### config.mk
export PLATFORM = sky130hd
export DESIGN_NAME = food_pos_gen_flat
export DESIGN_NICKNAME = d
export VERILOG_FILES = /design/src/rtl/snake_pkg.sv /design/src/rtl/food_pos_gen_if.sv /design/src/rtl/lfsr_gen.sv /design/src/rtl/food_pos_gen.sv /design/src/flat_wrapper.sv
export SDC_FILE = /design/constraint.sdc
export NUM_CORES = 1
export LEC_CHECK = 0
export ABC_AREA = 1
export CORE_MARGIN = 2
export CORE_UTILIZATION = 57
export DETAILED_ROUTE_END_ITERATION = 12
export GPL_TIMING_DRIVEN = 1
export HOLD_SLACK_MARGIN = 0.03
export PLACE_DENSITY = 0.89
export REMOVE_ABC_BUFFERS = 1
export SETUP_SLACK_MARGIN = 0.1
export SYNTH_ARGS = -nofsm -noshare
export SYNTH_HDL_FRONTEND = slang
export SYNTH_HIERARCHICAL = 1
export SYNTH_SLANG_ARGS = --single-unit
### constraint.sdc
create_clock -name clk -period 2.6 [get_ports clk]
set_clock_uncertainty 0.2 [all_clocks]
set_input_delay 0.26 -clock clk [delete_from_list [all_inputs] [get_ports clk]]
set_output_delay 0.26 -clock clk [all_outputs]
set_load 0.1 [all_outputs]
### src/rtl/snake_pkg.sv
// Shared types and constants for the snake-game food position generator.
// lfsr_taps() returns maximal-length Galois tap masks for 8..32-bit LFSRs.
package snake_pkg;

  localparam int X_W_DEF = 8;
  localparam int Y_W_DEF = 7;

  typedef enum logic [2:0] {
    IDLE,
    DRAW,
    CHECK,
    RESP,
    SCAN_CHECK,
    SCAN_RESP,
    DONE
  } fsm_state_e;

  // Mask bit (t-1) is set for each feedback tap t of a primitive polynomial.
  function automatic logic [31:0] lfsr_taps(input int width);
    logic [31:0] taps;
    case (width)
      8:       taps = 32'h0000_00B8;
      9:       taps = 32'h0000_0110;
      10:      taps = 32'h0000_0240;
      11:      taps = 32'h0000_0500;
      12:      taps = 32'h0000_0829;
      13:      taps = 32'h0000_100D;
      14:      taps = 32'h0000_2015;
      15:      taps = 32'h0000_6000;
      16:      taps = 32'h0000_B400;
      17:      taps = 32'h0001_2000;
      18:      taps = 32'h0002_0400;
      19:      taps = 32'h0004_0023;
      20:      taps = 32'h0009_0000;
      21:      taps = 32'h0014_0000;
      22:      taps = 32'h0030_0000;
      23:      taps = 32'h0042_0000;
      24:      taps = 32'h00E1_0000;
      25:      taps = 32'h0120_0000;
      26:      taps = 32'h0200_0023;
      27:      taps = 32'h0400_0013;
      28:      taps = 32'h0900_0000;
      29:      taps = 32'h1400_0000;
      30:      taps = 32'h2000_0029;
      31:      taps = 32'h4800_0000;
      32:      taps = 32'h8020_0003;
      default: taps = 32'h0000_0000;
    endcase
    return taps;
  endfunction

endpackage

### src/rtl/food_pos_gen_if.sv
// Request/response and occupancy-query signals of the food position generator.
// master = game logic side, slave = generator.
interface food_pos_gen_if #(
  parameter int X_W    = 8,
  parameter int Y_W    = 7,
  parameter int LFSR_W = 16
);
  logic              seed_load;
  logic [LFSR_W-1:0] seed;
  logic              req;
  logic              busy;
  logic              valid;
  logic [X_W-1:0]    pos_x;
  logic [Y_W-1:0]    pos_y;
  logic              full;
  logic              chk_valid;
  logic [X_W-1:0]    chk_x;
  logic [Y_W-1:0]    chk_y;
  logic              chk_occupied;

  modport master (
    output seed_load, seed, req, chk_occupied,
    input  busy, valid, pos_x, pos_y, full, chk_valid, chk_x, chk_y
  );

  modport slave (
    input  seed_load, seed, req, chk_occupied,
    output busy, valid, pos_x, pos_y, full, chk_valid, chk_x, chk_y
  );
endinterface

### src/rtl/lfsr_gen.sv
// Free-running right-shifting Galois LFSR with a synchronous load; a zero
// load value would lock the register up, so it is replaced by SEED.
module lfsr_gen
  import snake_pkg::*;
#(
  parameter int               WIDTH = 16,
  parameter logic [WIDTH-1:0] SEED  = 16'hACE1
) (
  input  logic             clk,
  input  logic             rst,
  input  logic             load,
  input  logic [WIDTH-1:0] load_val,
  output logic [WIDTH-1:0] state
);
  localparam logic [31:0]      TAPS_ALL = lfsr_taps(WIDTH);
  localparam logic [WIDTH-1:0] TAPS     = TAPS_ALL[WIDTH-1:0];

  logic [WIDTH-1:0] state_q;
  logic [WIDTH-1:0] state_d;
  logic [WIDTH-1:0] step;

  for (genvar gi = 0; gi < WIDTH; gi++) begin : g_step
    if (gi == WIDTH - 1) begin : g_top
      assign step[gi] = TAPS[gi] & state_q[0];
    end else begin : g_mid
      assign step[gi] = state_q[gi+1] ^ (TAPS[gi] & state_q[0]);
    end
  end

  always_comb begin
    state_d = step;
    if (load) begin
      state_d = (load_val == '0) ? SEED : load_val;
    end
  end

  always_ff @(posedge clk) begin
    if (rst) begin
      state_q <= SEED;
    end else begin
      state_q <= state_d;
    end
  end

  assign state = state_q;
endmodule

### src/rtl/food_pos_gen.sv
// Food position generator: random in-window draws checked against the snake body,
// falling back to a raster scan of the window after MAX_TRIES failed draws.
module food_pos_gen
  import snake_pkg::*;
#(
  parameter int                X_W       = X_W_DEF,
  parameter int                Y_W       = Y_W_DEF,
  parameter int                X_MIN     = 15,
  parameter int                X_MAX     = 130,
  parameter int                Y_MIN     = 15,
  parameter int                Y_MAX     = 100,
  parameter int                LFSR_W    = 16,
  parameter logic [LFSR_W-1:0] SEED      = 16'hACE1,
  parameter int                MAX_TRIES = 16
) (
  input logic           clk,
  input logic           rst,
  food_pos_gen_if.slave bus
);
  localparam int             TW      = $clog2(MAX_TRIES + 1);
  localparam logic [TW-1:0]  TRIES_C = MAX_TRIES[TW-1:0];
  localparam logic [X_W-1:0] XMIN_C  = X_MIN[X_W-1:0];
  localparam logic [X_W-1:0] XMAX_C  = X_MAX[X_W-1:0];
  localparam logic [Y_W-1:0] YMIN_C  = Y_MIN[Y_W-1:0];
  localparam logic [Y_W-1:0] YMAX_C  = Y_MAX[Y_W-1:0];

  fsm_state_e       state_q, state_d;
  logic [TW-1:0]    tries_q, tries_d, tries_inc;
  logic [X_W-1:0]   chk_x_q, chk_x_d, pos_x_q, pos_x_d;
  logic [Y_W-1:0]   chk_y_q, chk_y_d, pos_y_q, pos_y_d;
  logic             full_q, full_d;
  logic [LFSR_W-1:0] lfsr_state;
  logic [X_W-1:0]   raw_x;
  logic [Y_W-1:0]   raw_y;
  logic             in_win;
  logic             unused_lfsr_bits;

  lfsr_gen #(
    .WIDTH (LFSR_W),
    .SEED  (SEED)
  ) u_lfsr (
    .clk      (clk),
    .rst      (rst),
    .load     (bus.seed_load),
    .load_val (bus.seed),
    .state    (lfsr_state)
  );

  // Candidate comes from the two ends of the LFSR; the bits between only feed the sequence.
  assign raw_x            = lfsr_state[X_W-1:0];
  assign raw_y            = lfsr_state[LFSR_W-1 -: Y_W];
  assign unused_lfsr_bits = ^lfsr_state;
  assign in_win = (raw_x >= XMIN_C) && (raw_x <= XMAX_C) &&
                  (raw_y >= YMIN_C) && (raw_y <= YMAX_C);

  always_ff @(posedge clk) begin
    if (rst) begin
      state_q <= IDLE;
      tries_q <= '0;
      chk_x_q <= XMIN_C;
      chk_y_q <= YMIN_C;
      pos_x_q <= XMIN_C;
      pos_y_q <= YMIN_C;
      full_q  <= 1'b0;
    end else begin
      state_q <= state_d;
      tries_q <= tries_d;
      chk_x_q <= chk_x_d;
      chk_y_q <= chk_y_d;
      pos_x_q <= pos_x_d;
      pos_y_q <= pos_y_d;
      full_q  <= full_d;
    end
  end

  always_comb begin
    state_d   = state_q;
    tries_d   = tries_q;
    tries_inc = tries_q + 1'b1;
    chk_x_d   = chk_x_q;
    chk_y_d   = chk_y_q;
    pos_x_d   = pos_x_q;
    pos_y_d   = pos_y_q;
    full_d    = full_q;
    unique case (state_q)
      IDLE: begin
        if (bus.req) begin
          state_d = DRAW;
          tries_d = '0;
        end
      end
      DRAW: begin
        tries_d = tries_inc;
        if (in_win) begin
          state_d = CHECK;
          chk_x_d = raw_x;
          chk_y_d = raw_y;
        end else if (tries_inc >= TRIES_C) begin
          state_d = SCAN_CHECK;
          chk_x_d = XMIN_C;
          chk_y_d = YMIN_C;
        end
      end
      CHECK: state_d = RESP;
      RESP: begin
        if (!bus.chk_occupied) begin
          state_d = DONE;
          pos_x_d = chk_x_q;
          pos_y_d = chk_y_q;
          full_d  = 1'b0;
        end else if (tries_q < TRIES_C) begin
          state_d = DRAW;
        end else begin
          state_d = SCAN_CHECK;
          chk_x_d = XMIN_C;
          chk_y_d = YMIN_C;
        end
      end
      SCAN_CHECK: state_d = SCAN_RESP;
      SCAN_RESP: begin
        if (!bus.chk_occupied) begin
          state_d = DONE;
          pos_x_d = chk_x_q;
          pos_y_d = chk_y_q;
          full_d  = 1'b0;
        end else if ((chk_x_q == XMAX_C) && (chk_y_q == YMAX_C)) begin
          state_d = DONE;
          pos_x_d = XMIN_C;
          pos_y_d = YMIN_C;
          full_d  = 1'b1;
        end else if (chk_x_q == XMAX_C) begin
          state_d = SCAN_CHECK;
          chk_x_d = XMIN_C;
          chk_y_d = chk_y_q + 1'b1;
        end else begin
          state_d = SCAN_CHECK;
          chk_x_d = chk_x_q + 1'b1;
        end
      end
      DONE:    state_d = IDLE;
      default: state_d = IDLE;
    endcase
  end

  always_comb begin
    bus.busy      = (state_q != IDLE);
    bus.valid     = (state_q == DONE);
    bus.chk_valid = (state_q == CHECK) || (state_q == SCAN_CHECK);
  end

  assign bus.pos_x = pos_x_q;
  assign bus.pos_y = pos_y_q;
  assign bus.full  = full_q;
  assign bus.chk_x = chk_x_q;
  assign bus.chk_y = chk_y_q;
endmodule

### src/flat_wrapper.sv
// flat-port wrapper written by rule: the top's interface ports become plain ports
module food_pos_gen_flat import snake_pkg::*;
#(
  parameter int                X_W       = X_W_DEF,
  parameter int                Y_W       = Y_W_DEF,
  parameter int                X_MIN     = 15,
  parameter int                X_MAX     = 130,
  parameter int                Y_MIN     = 15,
  parameter int                Y_MAX     = 100,
  parameter int                LFSR_W    = 16,
  parameter logic [LFSR_W-1:0] SEED      = 16'hACE1,
  parameter int                MAX_TRIES = 16
)
  (clk, rst, bus_seed_load, bus_seed, bus_req, bus_chk_occupied, bus_busy, bus_valid, bus_pos_x, bus_pos_y, bus_full, bus_chk_valid, bus_chk_x, bus_chk_y);
  food_pos_gen_if #(.X_W(X_W), .Y_W(Y_W), .LFSR_W(LFSR_W)) bus_i ();
  input logic clk;
  input logic rst;
  input wire logic [$bits(bus_i.seed_load)-1:0] bus_seed_load;
  input wire logic [$bits(bus_i.seed)-1:0] bus_seed;
  input wire logic [$bits(bus_i.req)-1:0] bus_req;
  input wire logic [$bits(bus_i.chk_occupied)-1:0] bus_chk_occupied;
  output wire logic [$bits(bus_i.busy)-1:0] bus_busy;
  output wire logic [$bits(bus_i.valid)-1:0] bus_valid;
  output wire logic [$bits(bus_i.pos_x)-1:0] bus_pos_x;
  output wire logic [$bits(bus_i.pos_y)-1:0] bus_pos_y;
  output wire logic [$bits(bus_i.full)-1:0] bus_full;
  output wire logic [$bits(bus_i.chk_valid)-1:0] bus_chk_valid;
  output wire logic [$bits(bus_i.chk_x)-1:0] bus_chk_x;
  output wire logic [$bits(bus_i.chk_y)-1:0] bus_chk_y;
  assign bus_i.seed_load = bus_seed_load;
  assign bus_i.seed = bus_seed;
  assign bus_i.req = bus_req;
  assign bus_i.chk_occupied = bus_chk_occupied;
  assign bus_busy = bus_i.busy;
  assign bus_valid = bus_i.valid;
  assign bus_pos_x = bus_i.pos_x;
  assign bus_pos_y = bus_i.pos_y;
  assign bus_full = bus_i.full;
  assign bus_chk_valid = bus_i.chk_valid;
  assign bus_chk_x = bus_i.chk_x;
  assign bus_chk_y = bus_i.chk_y;
  food_pos_gen #(.X_W(X_W), .Y_W(Y_W), .X_MIN(X_MIN), .X_MAX(X_MAX), .Y_MIN(Y_MIN), .Y_MAX(Y_MAX), .LFSR_W(LFSR_W), .SEED(SEED), .MAX_TRIES(MAX_TRIES)) u_core (.clk(clk), .rst(rst), .bus(bus_i));
endmodule
==> results of run 1 <==
metrics by stage:
stage,hold WS [ps],utilization (%),setup slack (ps)
after floorplan,129,-,127
after global placement,234,66.9,470
after detailed placement,249,66.9,426
after CTS,269,68.6,427
after global routing,296,68.6,123
final,266,68.6,399
cells in the final DEF, fill, tap and decap left out, types with 20 or more instances in the layout:
cell	count
nand2_1	125
inv_1	49
nor2_1	78
nand4_1	22
nand3_1	35
a21oi_1	22
o21ai_0	36
buf_4	37
clkdlybuf4s50_1	20
dfxtp_1	55
report_power, final:
| part | leakage, nW | internal (mW) | switching, mW | total [mW] |
|---|---|---|---|---|
| Clock | 0.0443 | 0.193 | 0.298 | 0.492 |
| Combinational | 1.34 | 0.426 | 1.26 | 1.68 |
| Sequential | 0.452 | 0.964 | 0.189 | 1.15 |
Yosys cell counts (all sizes together):
| cell | instances | area, um^2 |
|---|---|---|
| a221oi | 1 | 8.76 |
| nand3b | 2 | 15.0 |
| o21ai | 37 | 185 |
| inv | 54 | 205 |
| ha | 5 | 62.6 |
| nor3 | 3 | 15.0 |
| nand2 | 133 | 534 |
| nor2 | 83 | 339 |
| nand3 | 41 | 258 |
| a31o | 1 | 8.76 |
| buf | 13 | 104 |
| a31oi | 1 | 6.26 |
| nand4 | 22 | 138 |
| clkbuf | 2 | 8.75 |
| dfxtp | 55 | 1100 |
| a21oi | 25 | 136 |
| or2 | 2 | 12.5 |
| xnor2 | 2 | 17.5 |
| xor2 | 3 | 26.3 |
sequential cells by signal, summed over array words and instances (netlist names):
signal,count
u_core/tries_q,5
u_core/bus.chk_x,8
u_core/bus.full,1
u_core/bus.pos_x,8
u_core/bus.pos_y,7
u_core/bus.chk_y,7
u_core/state_q,3
u_core/u_lfsr/state,16
critical path, stage by stage (launching register included):
cell	delay [ps]
dfxtp_1	580
nand3_4	180
inv_4	140
nand3_2	110
nand2_1	410
inv_2	240
a21oi_1	180
nor2_1	50
per-layer routing:
metal  vias to the layer above  track usage, %  routed length [um]
met5                         -               0                   0
met4                         0            6.14                  97
met3                        13            3.75                 451
met2                       123            43.6                3730
met1                      1503            34.9                3510
li1                       1662               -                   -
path summary, 6_finish.rpt:
path         depth (start not counted)                      to  slack, ps
min reg2reg                          2  u_core/u_lfsr/state[7]        270
max reg2reg                          7     u_core/bus.pos_y[5]        400
min                                  2  u_core/u_lfsr/state[7]        270
max                                  7     u_core/bus.pos_y[5]        400
layout make-up:
type | count | area (um^2)
repair buffers | 57 | 478
clock inverters | 3 | 25.0
flip-flops and latches | 55 | 1100
well taps | 72 | 90.1
multi-input cells | 361 | 1760
inverters | 54 | 205
fillers | 487 | 1710
clock buffers | 5 | 68.8
cells by family (layout without fill, tap and decap cells):
| group | Yosys count | count (layout) | synth area share (%) |
|---|---|---|---|
| xor gates and xnor gates | 5 | 5 | 1.38 |
| adders and majority gates | 5 | 5 | 1.97 |
| DFF | 55 | 55 | 34.6 |
| and+or+nand+nor | 286 | 286 | 41.2 |
| buffers and inverters | 69 | 119 | 9.99 |
| AOI/OAI and AO/OA | 65 | 65 | 10.9 |
==> out/qor.txt, run 1 <==
min cycle time layout - 2200 ps
crit end category - flip-flop
gp weighted congestion - 0.926
worst min-delay path class - flip-flop to flip-flop
PD cells - 892 mW/mm^2
max-capacitance violation count - 0
initial antenna violation count - 0
Cell variety after synth - 32
Core Rows - 27
setup TNS - 0 ps
Die Area - 0.00620 mm^2
period utilisation layout - 84.6%
first-pass GRT wire length - 13100 um
design area - 0.00373 mm^2
Syn Inst Count - 485
half-perimeter wire length after placement - 5890 um
largest net degree at the start of global routing - 34
Crit Path Category - flip-flop to flip-flop
outcome - finished, final reports clean
CP max FO - 17
startpoint types - flip-flop
CTS clk-pin slew, worst paths - 100 ps
first drt pass iteration count - 5
Syn. warnings - 6
CTS Buffer Depth - 2
headroom to the max-slew limit - 59.5%
Final Slew Violations - 0
ratio of cells with drive above 1 in the final layout - 14.0%
area of the mapped netlist - 0.00318 mm^2
drt total wl - 7800 um
Req. time, crit path - 2610 ps
clock latency on the worst-skew pair - 310 ps
DR vias/cell - 5.44
Hold Vio Cnt, Final - 0
post-placement cell area - 0.00364 mm^2
grt ovf - 0
overall power - 3.33 mW
post-CTS setup buffers - 0
hold path startpoint - u_core/u_lfsr/state[8]
Final Setup Violations - 0
Peak VDD IR - 0.000774 V
Inserted Clock Buffers - 5
First DRT Iteration DRCs - 205
vias in the first global route - 2885
sequential area share after synthesis - 34.6%
LEAKAGE - 1.83 nW
clk sinks - 55
GRT Total Usage - 25.8%
Core Region - 0.00544 mm^2
nets - 560
die height - 78.7 um
critical path arrival - 2210 ps
RSZ-0062 raised after global routing - no
placed insts - 599
Worst Tran Pin Value - 605 ps
Post-CTS Resized - 0
Root Buffer - clkbuf_8
Non-Filler Instances - 607
number of port buffers - 54
hold buffer count at CTS - 0
Layout area overhead - 17.3%
average wire per standard cell - 12.8 um
worst setup path start - u_core/state_q[0]
CTS tree - done
Die Wd - 78.7 um
starting density of the core - 58.5%
#FFs+latches synth - 55
Antenna diodes - 0
fmax - 454 MHz
top-level port count - 55
routed vias - 3301
Syn Area/Cell - 6.56 um^2
drt drc - 0
post-route antenna net violation count - 0
number of H-tree levels - 2
Worst R2R Start - u_core/state_q[0]
Note: power is estimated with default switching activity, not from simulation.
==> inputs of run 2 (changes only) <==
- CORE_UTILIZATION: 57 -> 48
- PLACE_DENSITY: 0.89 -> 0.8
- clock period: 2.6 -> 1.8 ns (I/O delays scaled with it)
==> out/qor.txt, run 2 (synthesis gave the netlist of run 1 again) <==
worst min-delay path class - primary input to flip-flop
average wire per standard cell - 15.4 um (+20%)
startpoint types - flip-flop
clock latency on the worst-skew pair - 310 ps (about the same)
Final Setup Violations - 5 (+5)
period utilisation layout - 102% (+18 points)
most frequent cells in the layout - nand2_1, nor2_1, buf_4, inv_1, buf_12
critical path arrival - 1890 ps (-320 ps)
vias in the first global route - 3183 (+10%)
drt total wl - 10200 um (+31%)
PD cells - 1240 mW/mm^2 (+39%)
CTS tree - done
Hold Vio Cnt, Final - 0 (unchanged)
Layout area overhead - 54.5%
gp weighted congestion - 0.885 (-4.4%)
nets - 610 (+8.9%)
largest net degree at the start of global routing - 34 (unchanged)
clk sinks - 55 (unchanged)
Req. time, crit path - 1850 ps (-760 ps)
DR top layer - met4
first-pass GRT wire length - 14200 um (+8.4%)
fmax - 543 MHz (+19%)
First DRT Iteration DRCs - 458 (+120%)
outcome - finished, violations left
number of port buffers - 54 (unchanged)
post-placement cell area - 0.00434 mm^2 (+19%)
Root Buffer - clkbuf_8
initial antenna violation count - 0 (unchanged)
min cycle time layout - 1840 ps (-359 ps)
grt ovf - 0 (unchanged)
routed wl met2 - 5190 um (+39%)
drt drc - 0 (unchanged)
Core Rows - 29 (+7.4%)
half-perimeter wire length after placement - 6430 um (+9.1%)
wl on met1 - 3950 um (+12%)
overall power - 6.09 mW (+83%)
Antenna diodes - 0 (unchanged)
Die Wd - 85.4 um (+8.5%)
ratio of cells with drive above 1 in the final layout - 32.0% (+18 points)
Core Region - 0.00639 mm^2 (+17%)
die height - 85.4 um (+8.5%)
Die Area - 0.00730 mm^2 (+18%)
routed vias - 3729 (+13%)
flip-flop count of the largest register after layout - 16 (unchanged)
most common library cell in the layout ignoring fill and taps - nand2_1
Final WS setup - -41.9 ps (-441 ps)
Place WS - -23.6 ps (-449 ps)
failing checks - setup timing
Inserted Clock Buffers - 5 (unchanged)
Crit Path Category - flip-flop to flip-flop
LEAKAGE - 2.29 nW (+25%)
first drt pass iteration count - 6 (+1)
headroom to the max-slew limit - 80.0% (+20 points)
top-level port count - 55 (unchanged)
CP max FO - 5 (-12)
Peak VDD IR - 0.00110 V (+43%)
post-route antenna net violation count - 0 (unchanged)
crit end category - flip-flop
max-capacitance violation count - 0 (unchanged)
CTS clk-pin slew, worst paths - 110 ps (about the same)
starting density of the core - 49.8% (-8.7 points)
CTS Buffer Depth - 2 (unchanged)
RSZ-0062 raised after global routing - yes
number of H-tree levels - 2 (unchanged)
Worst Tran Pin Value - 297 ps (-307 ps)
design area - 0.00491 mm^2 (+32%)
GRT Total Usage - 23.9% (-1.9 points)
Final Slew Violations - 0 (unchanged)
fill count - 398 (-18%)
met3 wire len - 694 um (+54%)
DR vias/cell - 5.63 (+3.6%)
run 2: power breakdown:
part	total, mW	switching, mW	internal [mW]
clock network	0.866	0.415	0.451
logic	3.63	2.27	1.36
registers	1.59	0.184	1.41
run 2: metal layers:
layer / global-route usage (%) / vias to the layer above
met2: 43.0 / 211
met1: 29.0 / 1707
met3: 3.21 / 41
li1: - / 1770
met5: 0 / -
met4: 8.23 / 0
run 2: path summary, 6_finish.rpt:
check / from / end / slack (ps) / depth (start not counted)
hold / removal: bus_seed[12] / u_core/u_lfsr/state[12] / 250 / 3
setup reg to reg: u_core/bus.chk_x[0] / u_core/bus.chk_x[6] / -40 / 10
setup / recovery: u_core/bus.chk_x[0] / u_core/bus.chk_x[6] / -40 / 10
hold reg to reg: u_core/u_lfsr/state[8] / u_core/u_lfsr/state[7] / 280 / 2
run 2: layout make-up:
cell class              count  area [um^2]  share of cell area (%)
multi-input cells         361         1990                    40.6
repair buffers            107         1350                    27.5
flip-flops and latches     55         1150                    23.3
inverters                  54          210                    4.28
well taps                  77         96.3                    1.96
clock buffers               6         82.6                    1.68
clock inverters             2         35.0                   0.713
run 2: per-stage QoR:
step                      hold WS [ps]  cells  TNS [ps]  utilization, %
after global placement             235    637         0            68.0
after floorplan                   49.1    470    -19970               -
after global routing               257    662      -464            77.0
final                              250    662      -116            77.0
after CTS                          251    651         0            72.2
after detailed placement           243    637     -69.0            68.0
run 2: timing repair:
item / 4_1_cts / 5_1_grt
setup buffers: 6 / 11
hold buffers: 0 / 0
endpoints found under the setup margin: 35 / 37
resized for setup: 30 / 76
pin swaps: 2 / 22
run 2: critical path, stage by stage (launching register included):
cell,delay [ps]
dfxtp_2,380
buf_6,140
ha_4,150
nand3_1,130
nor2_2,150
nand2_1,130
a21oi_2,170
o21ai_1,110
nand2_1,90
nor2_1,40
nor2_1,100
==> inputs of run 3 (changes only) <==
- CELL_PAD_IN_SITES_DETAIL_PLACEMENT: unset -> 0
- CELL_PAD_IN_SITES_GLOBAL_PLACEMENT: unset -> 1
- CORE_UTILIZATION: 48 -> 34
- MAX_ROUTING_LAYER: unset -> met4
- PLACE_DENSITY: 0.8 -> 0.81
==> out/qor.txt, run 3 (synthesis gave the netlist of run 1 again) <==
max-capacitance violation count - 0 (unchanged)
overall power - 6.07 mW (-0.25%)
critical path arrival - 1770 ps (-120 ps)
GRT Total Usage - 17.9% (-6.0 points)
grt ovf - 0 (unchanged)
first drt pass iteration count - 4 (-2)
CTS Buffer Depth - 2 (unchanged)
DR vias/cell - 4.97 (-12%)
LEAKAGE - 2.33 nW (+1.8%)
CP max FO - 7 (+2)
FF+latch area - 0.00116 mm^2 (+1.5%)
die height - 101 um (+18%)
starting density of the core - 34.8% (-15 points)
startpoint types - flip-flop
worst min-delay path class - primary input to flip-flop
average wire per standard cell - 12.9 um (-16%)
Req. time, crit path - 1820 ps (-30 ps)
period utilisation layout - 97.1% (-5.2 points)
headroom to the max-slew limit - 72.3% (-7.6 points)
routed vias - 3483 (-6.6%)
top-level port count - 55 (unchanged)
initial antenna violation count - 0 (unchanged)
ratio of cells with drive above 1 in the final layout - 36.8% (+4.8 points)
clk sinks - 55 (unchanged)
Final Setup Violations - 0 (-5)
clock latency on the worst-skew pair - 320 ps (about the same)
post-placement cell area - 0.00443 mm^2 (+2.1%)
Peak VDD IR - 0.000542 V (-51%)
vias in the first global route - 3134 (-1.5%)
most common library cell in the layout ignoring fill and taps - nand2_1
CTS tree - done
min cycle time layout - 1750 ps (-94.4 ps)
Inserted Clock Buffers - 5 (unchanged)
Antenna diodes - 0 (unchanged)
Worst Tran Pin Value - 415 ps (+117 ps)
half-perimeter wire length after placement - 6550 um (+1.9%)
First DRT Iteration DRCs - 187 (-59%)
Root Buffer - clkbuf_8
gp weighted congestion - 0.906 (+2.4%)
Final Slew Violations - 0 (unchanged)
Die Area - 0.0101 mm^2 (+39%)
fill count - 859 (+120%)
Die Wd - 101 um (+18%)
area of the multi-input gates - 0.00211 mm^2 (+5.6%)
flip-flop count of the largest register after layout - 16 (unchanged)
crit end category - flip-flop
first-pass GRT wire length - 14400 um (+1.3%)
Core Region - 0.00915 mm^2 (+43%)
outcome - finished, final reports clean
number of port buffers - 54 (unchanged)
Hold Vio Cnt, Final - 0 (unchanged)
RSZ-0062 raised after global routing - yes
CTS clk-pin slew, worst paths - 110 ps (about the same)
number of H-tree levels - 2 (unchanged)
design area - 0.00510 mm^2 (+3.7%)
most frequent cells in the layout - nand2_1, nor2_1, buf_4
fmax - 572 MHz (+5.4%)
largest net degree at the start of global routing - 34 (unchanged)
PD cells - 1190 mW/mm^2 (-3.8%)
Core Rows - 35 (+21%)
post-route antenna net violation count - 0 (unchanged)
drt total wl - 9030 um (-11%)
drt drc - 0 (unchanged)
Crit Path Category - flip-flop to flip-flop
Layout area overhead - 60.2%
nets - 615 (+0.82%)
-- run 3: per-stage QoR --
step / util (%) / setup WS, ps / TNS, ps / hold slack (ps) / instances
floorplan: - / -673 / -19970 / 49.1 / 470
global placement: 48.4 / 46.6 / 0 / 235 / 676
detailed placement: 48.4 / 15.0 / 0 / 249 / 676
CTS: 50.8 / 53.4 / 0 / 253 / 689
global route: 55.7 / -5.31 / -5.31 / 252 / 701
finish: 55.7 / 52.5 / 0 / 247 / 701
-- run 3: final timing paths --
path	start	end	slack (ps)	cells past startpoint
setup / recovery	u_core/u_lfsr/state[6]	u_core/bus.chk_y[1]	50	9
hold / removal	bus_seed[12]	u_core/u_lfsr/state[12]	250	3
setup reg to reg	u_core/u_lfsr/state[6]	u_core/bus.chk_y[1]	50	9
hold reg to reg	u_core/u_lfsr/state[8]	u_core/u_lfsr/state[7]	270	2
-- run 3: cell type report --
cell class                      instances  area share, %
Clock buffer                            5           1.35
Clock inverter                          3          0.908
Inverter                               54           4.12
Multi-Input combinational cell        363           41.3
Sequential cell                        55           22.8
Tap cell                              111           2.73
Timing Repair Buffer                  110           26.7
-- run 3: worst max-delay path: stages, from the launching register on --
cell and delay (ps):
dfxtp_4 370, nor2_2 130, nand2_2 80, nor2_4 110, nor2_4 60, nand3_4 100, nand3_4 210, buf_4 230
nand4_1 80, nand3_1 80
-- run 3: timing repair --
action                                  in CTS  in global routing
pin swaps                                    4                 47
buffers inserted                             4                 11
hold buffers                                 0                  0
gates cloned                                 1                  1
gates resized for setup                     25                116
endpoints found under the setup margin      35                 37
-- run 3: report_power, final --
group          total, mW  internal, mW  switching [mW]  leakage, nW
clock network      0.864         0.420           0.444       0.0548
registers           1.60          1.41           0.190        0.457
logic               3.61          1.38            2.22         1.81
-- run 3: metal layers --
| metal | part of all wire (%) | GRT usage [%] | routed length (um) | vias to the layer above |
|---|---|---|---|---|
| li1 | - | - | - | 1784 |
| met1 | 44 | 21.9 | 3950 | 1605 |
| met2 | 51 | 31.4 | 4610 | 83 |
| met3 | 4.1 | 2.50 | 367 | 11 |
| met4 | 1.1 | 3.79 | 97 | 0 |
| met5 | 0 | - | 0 | - |
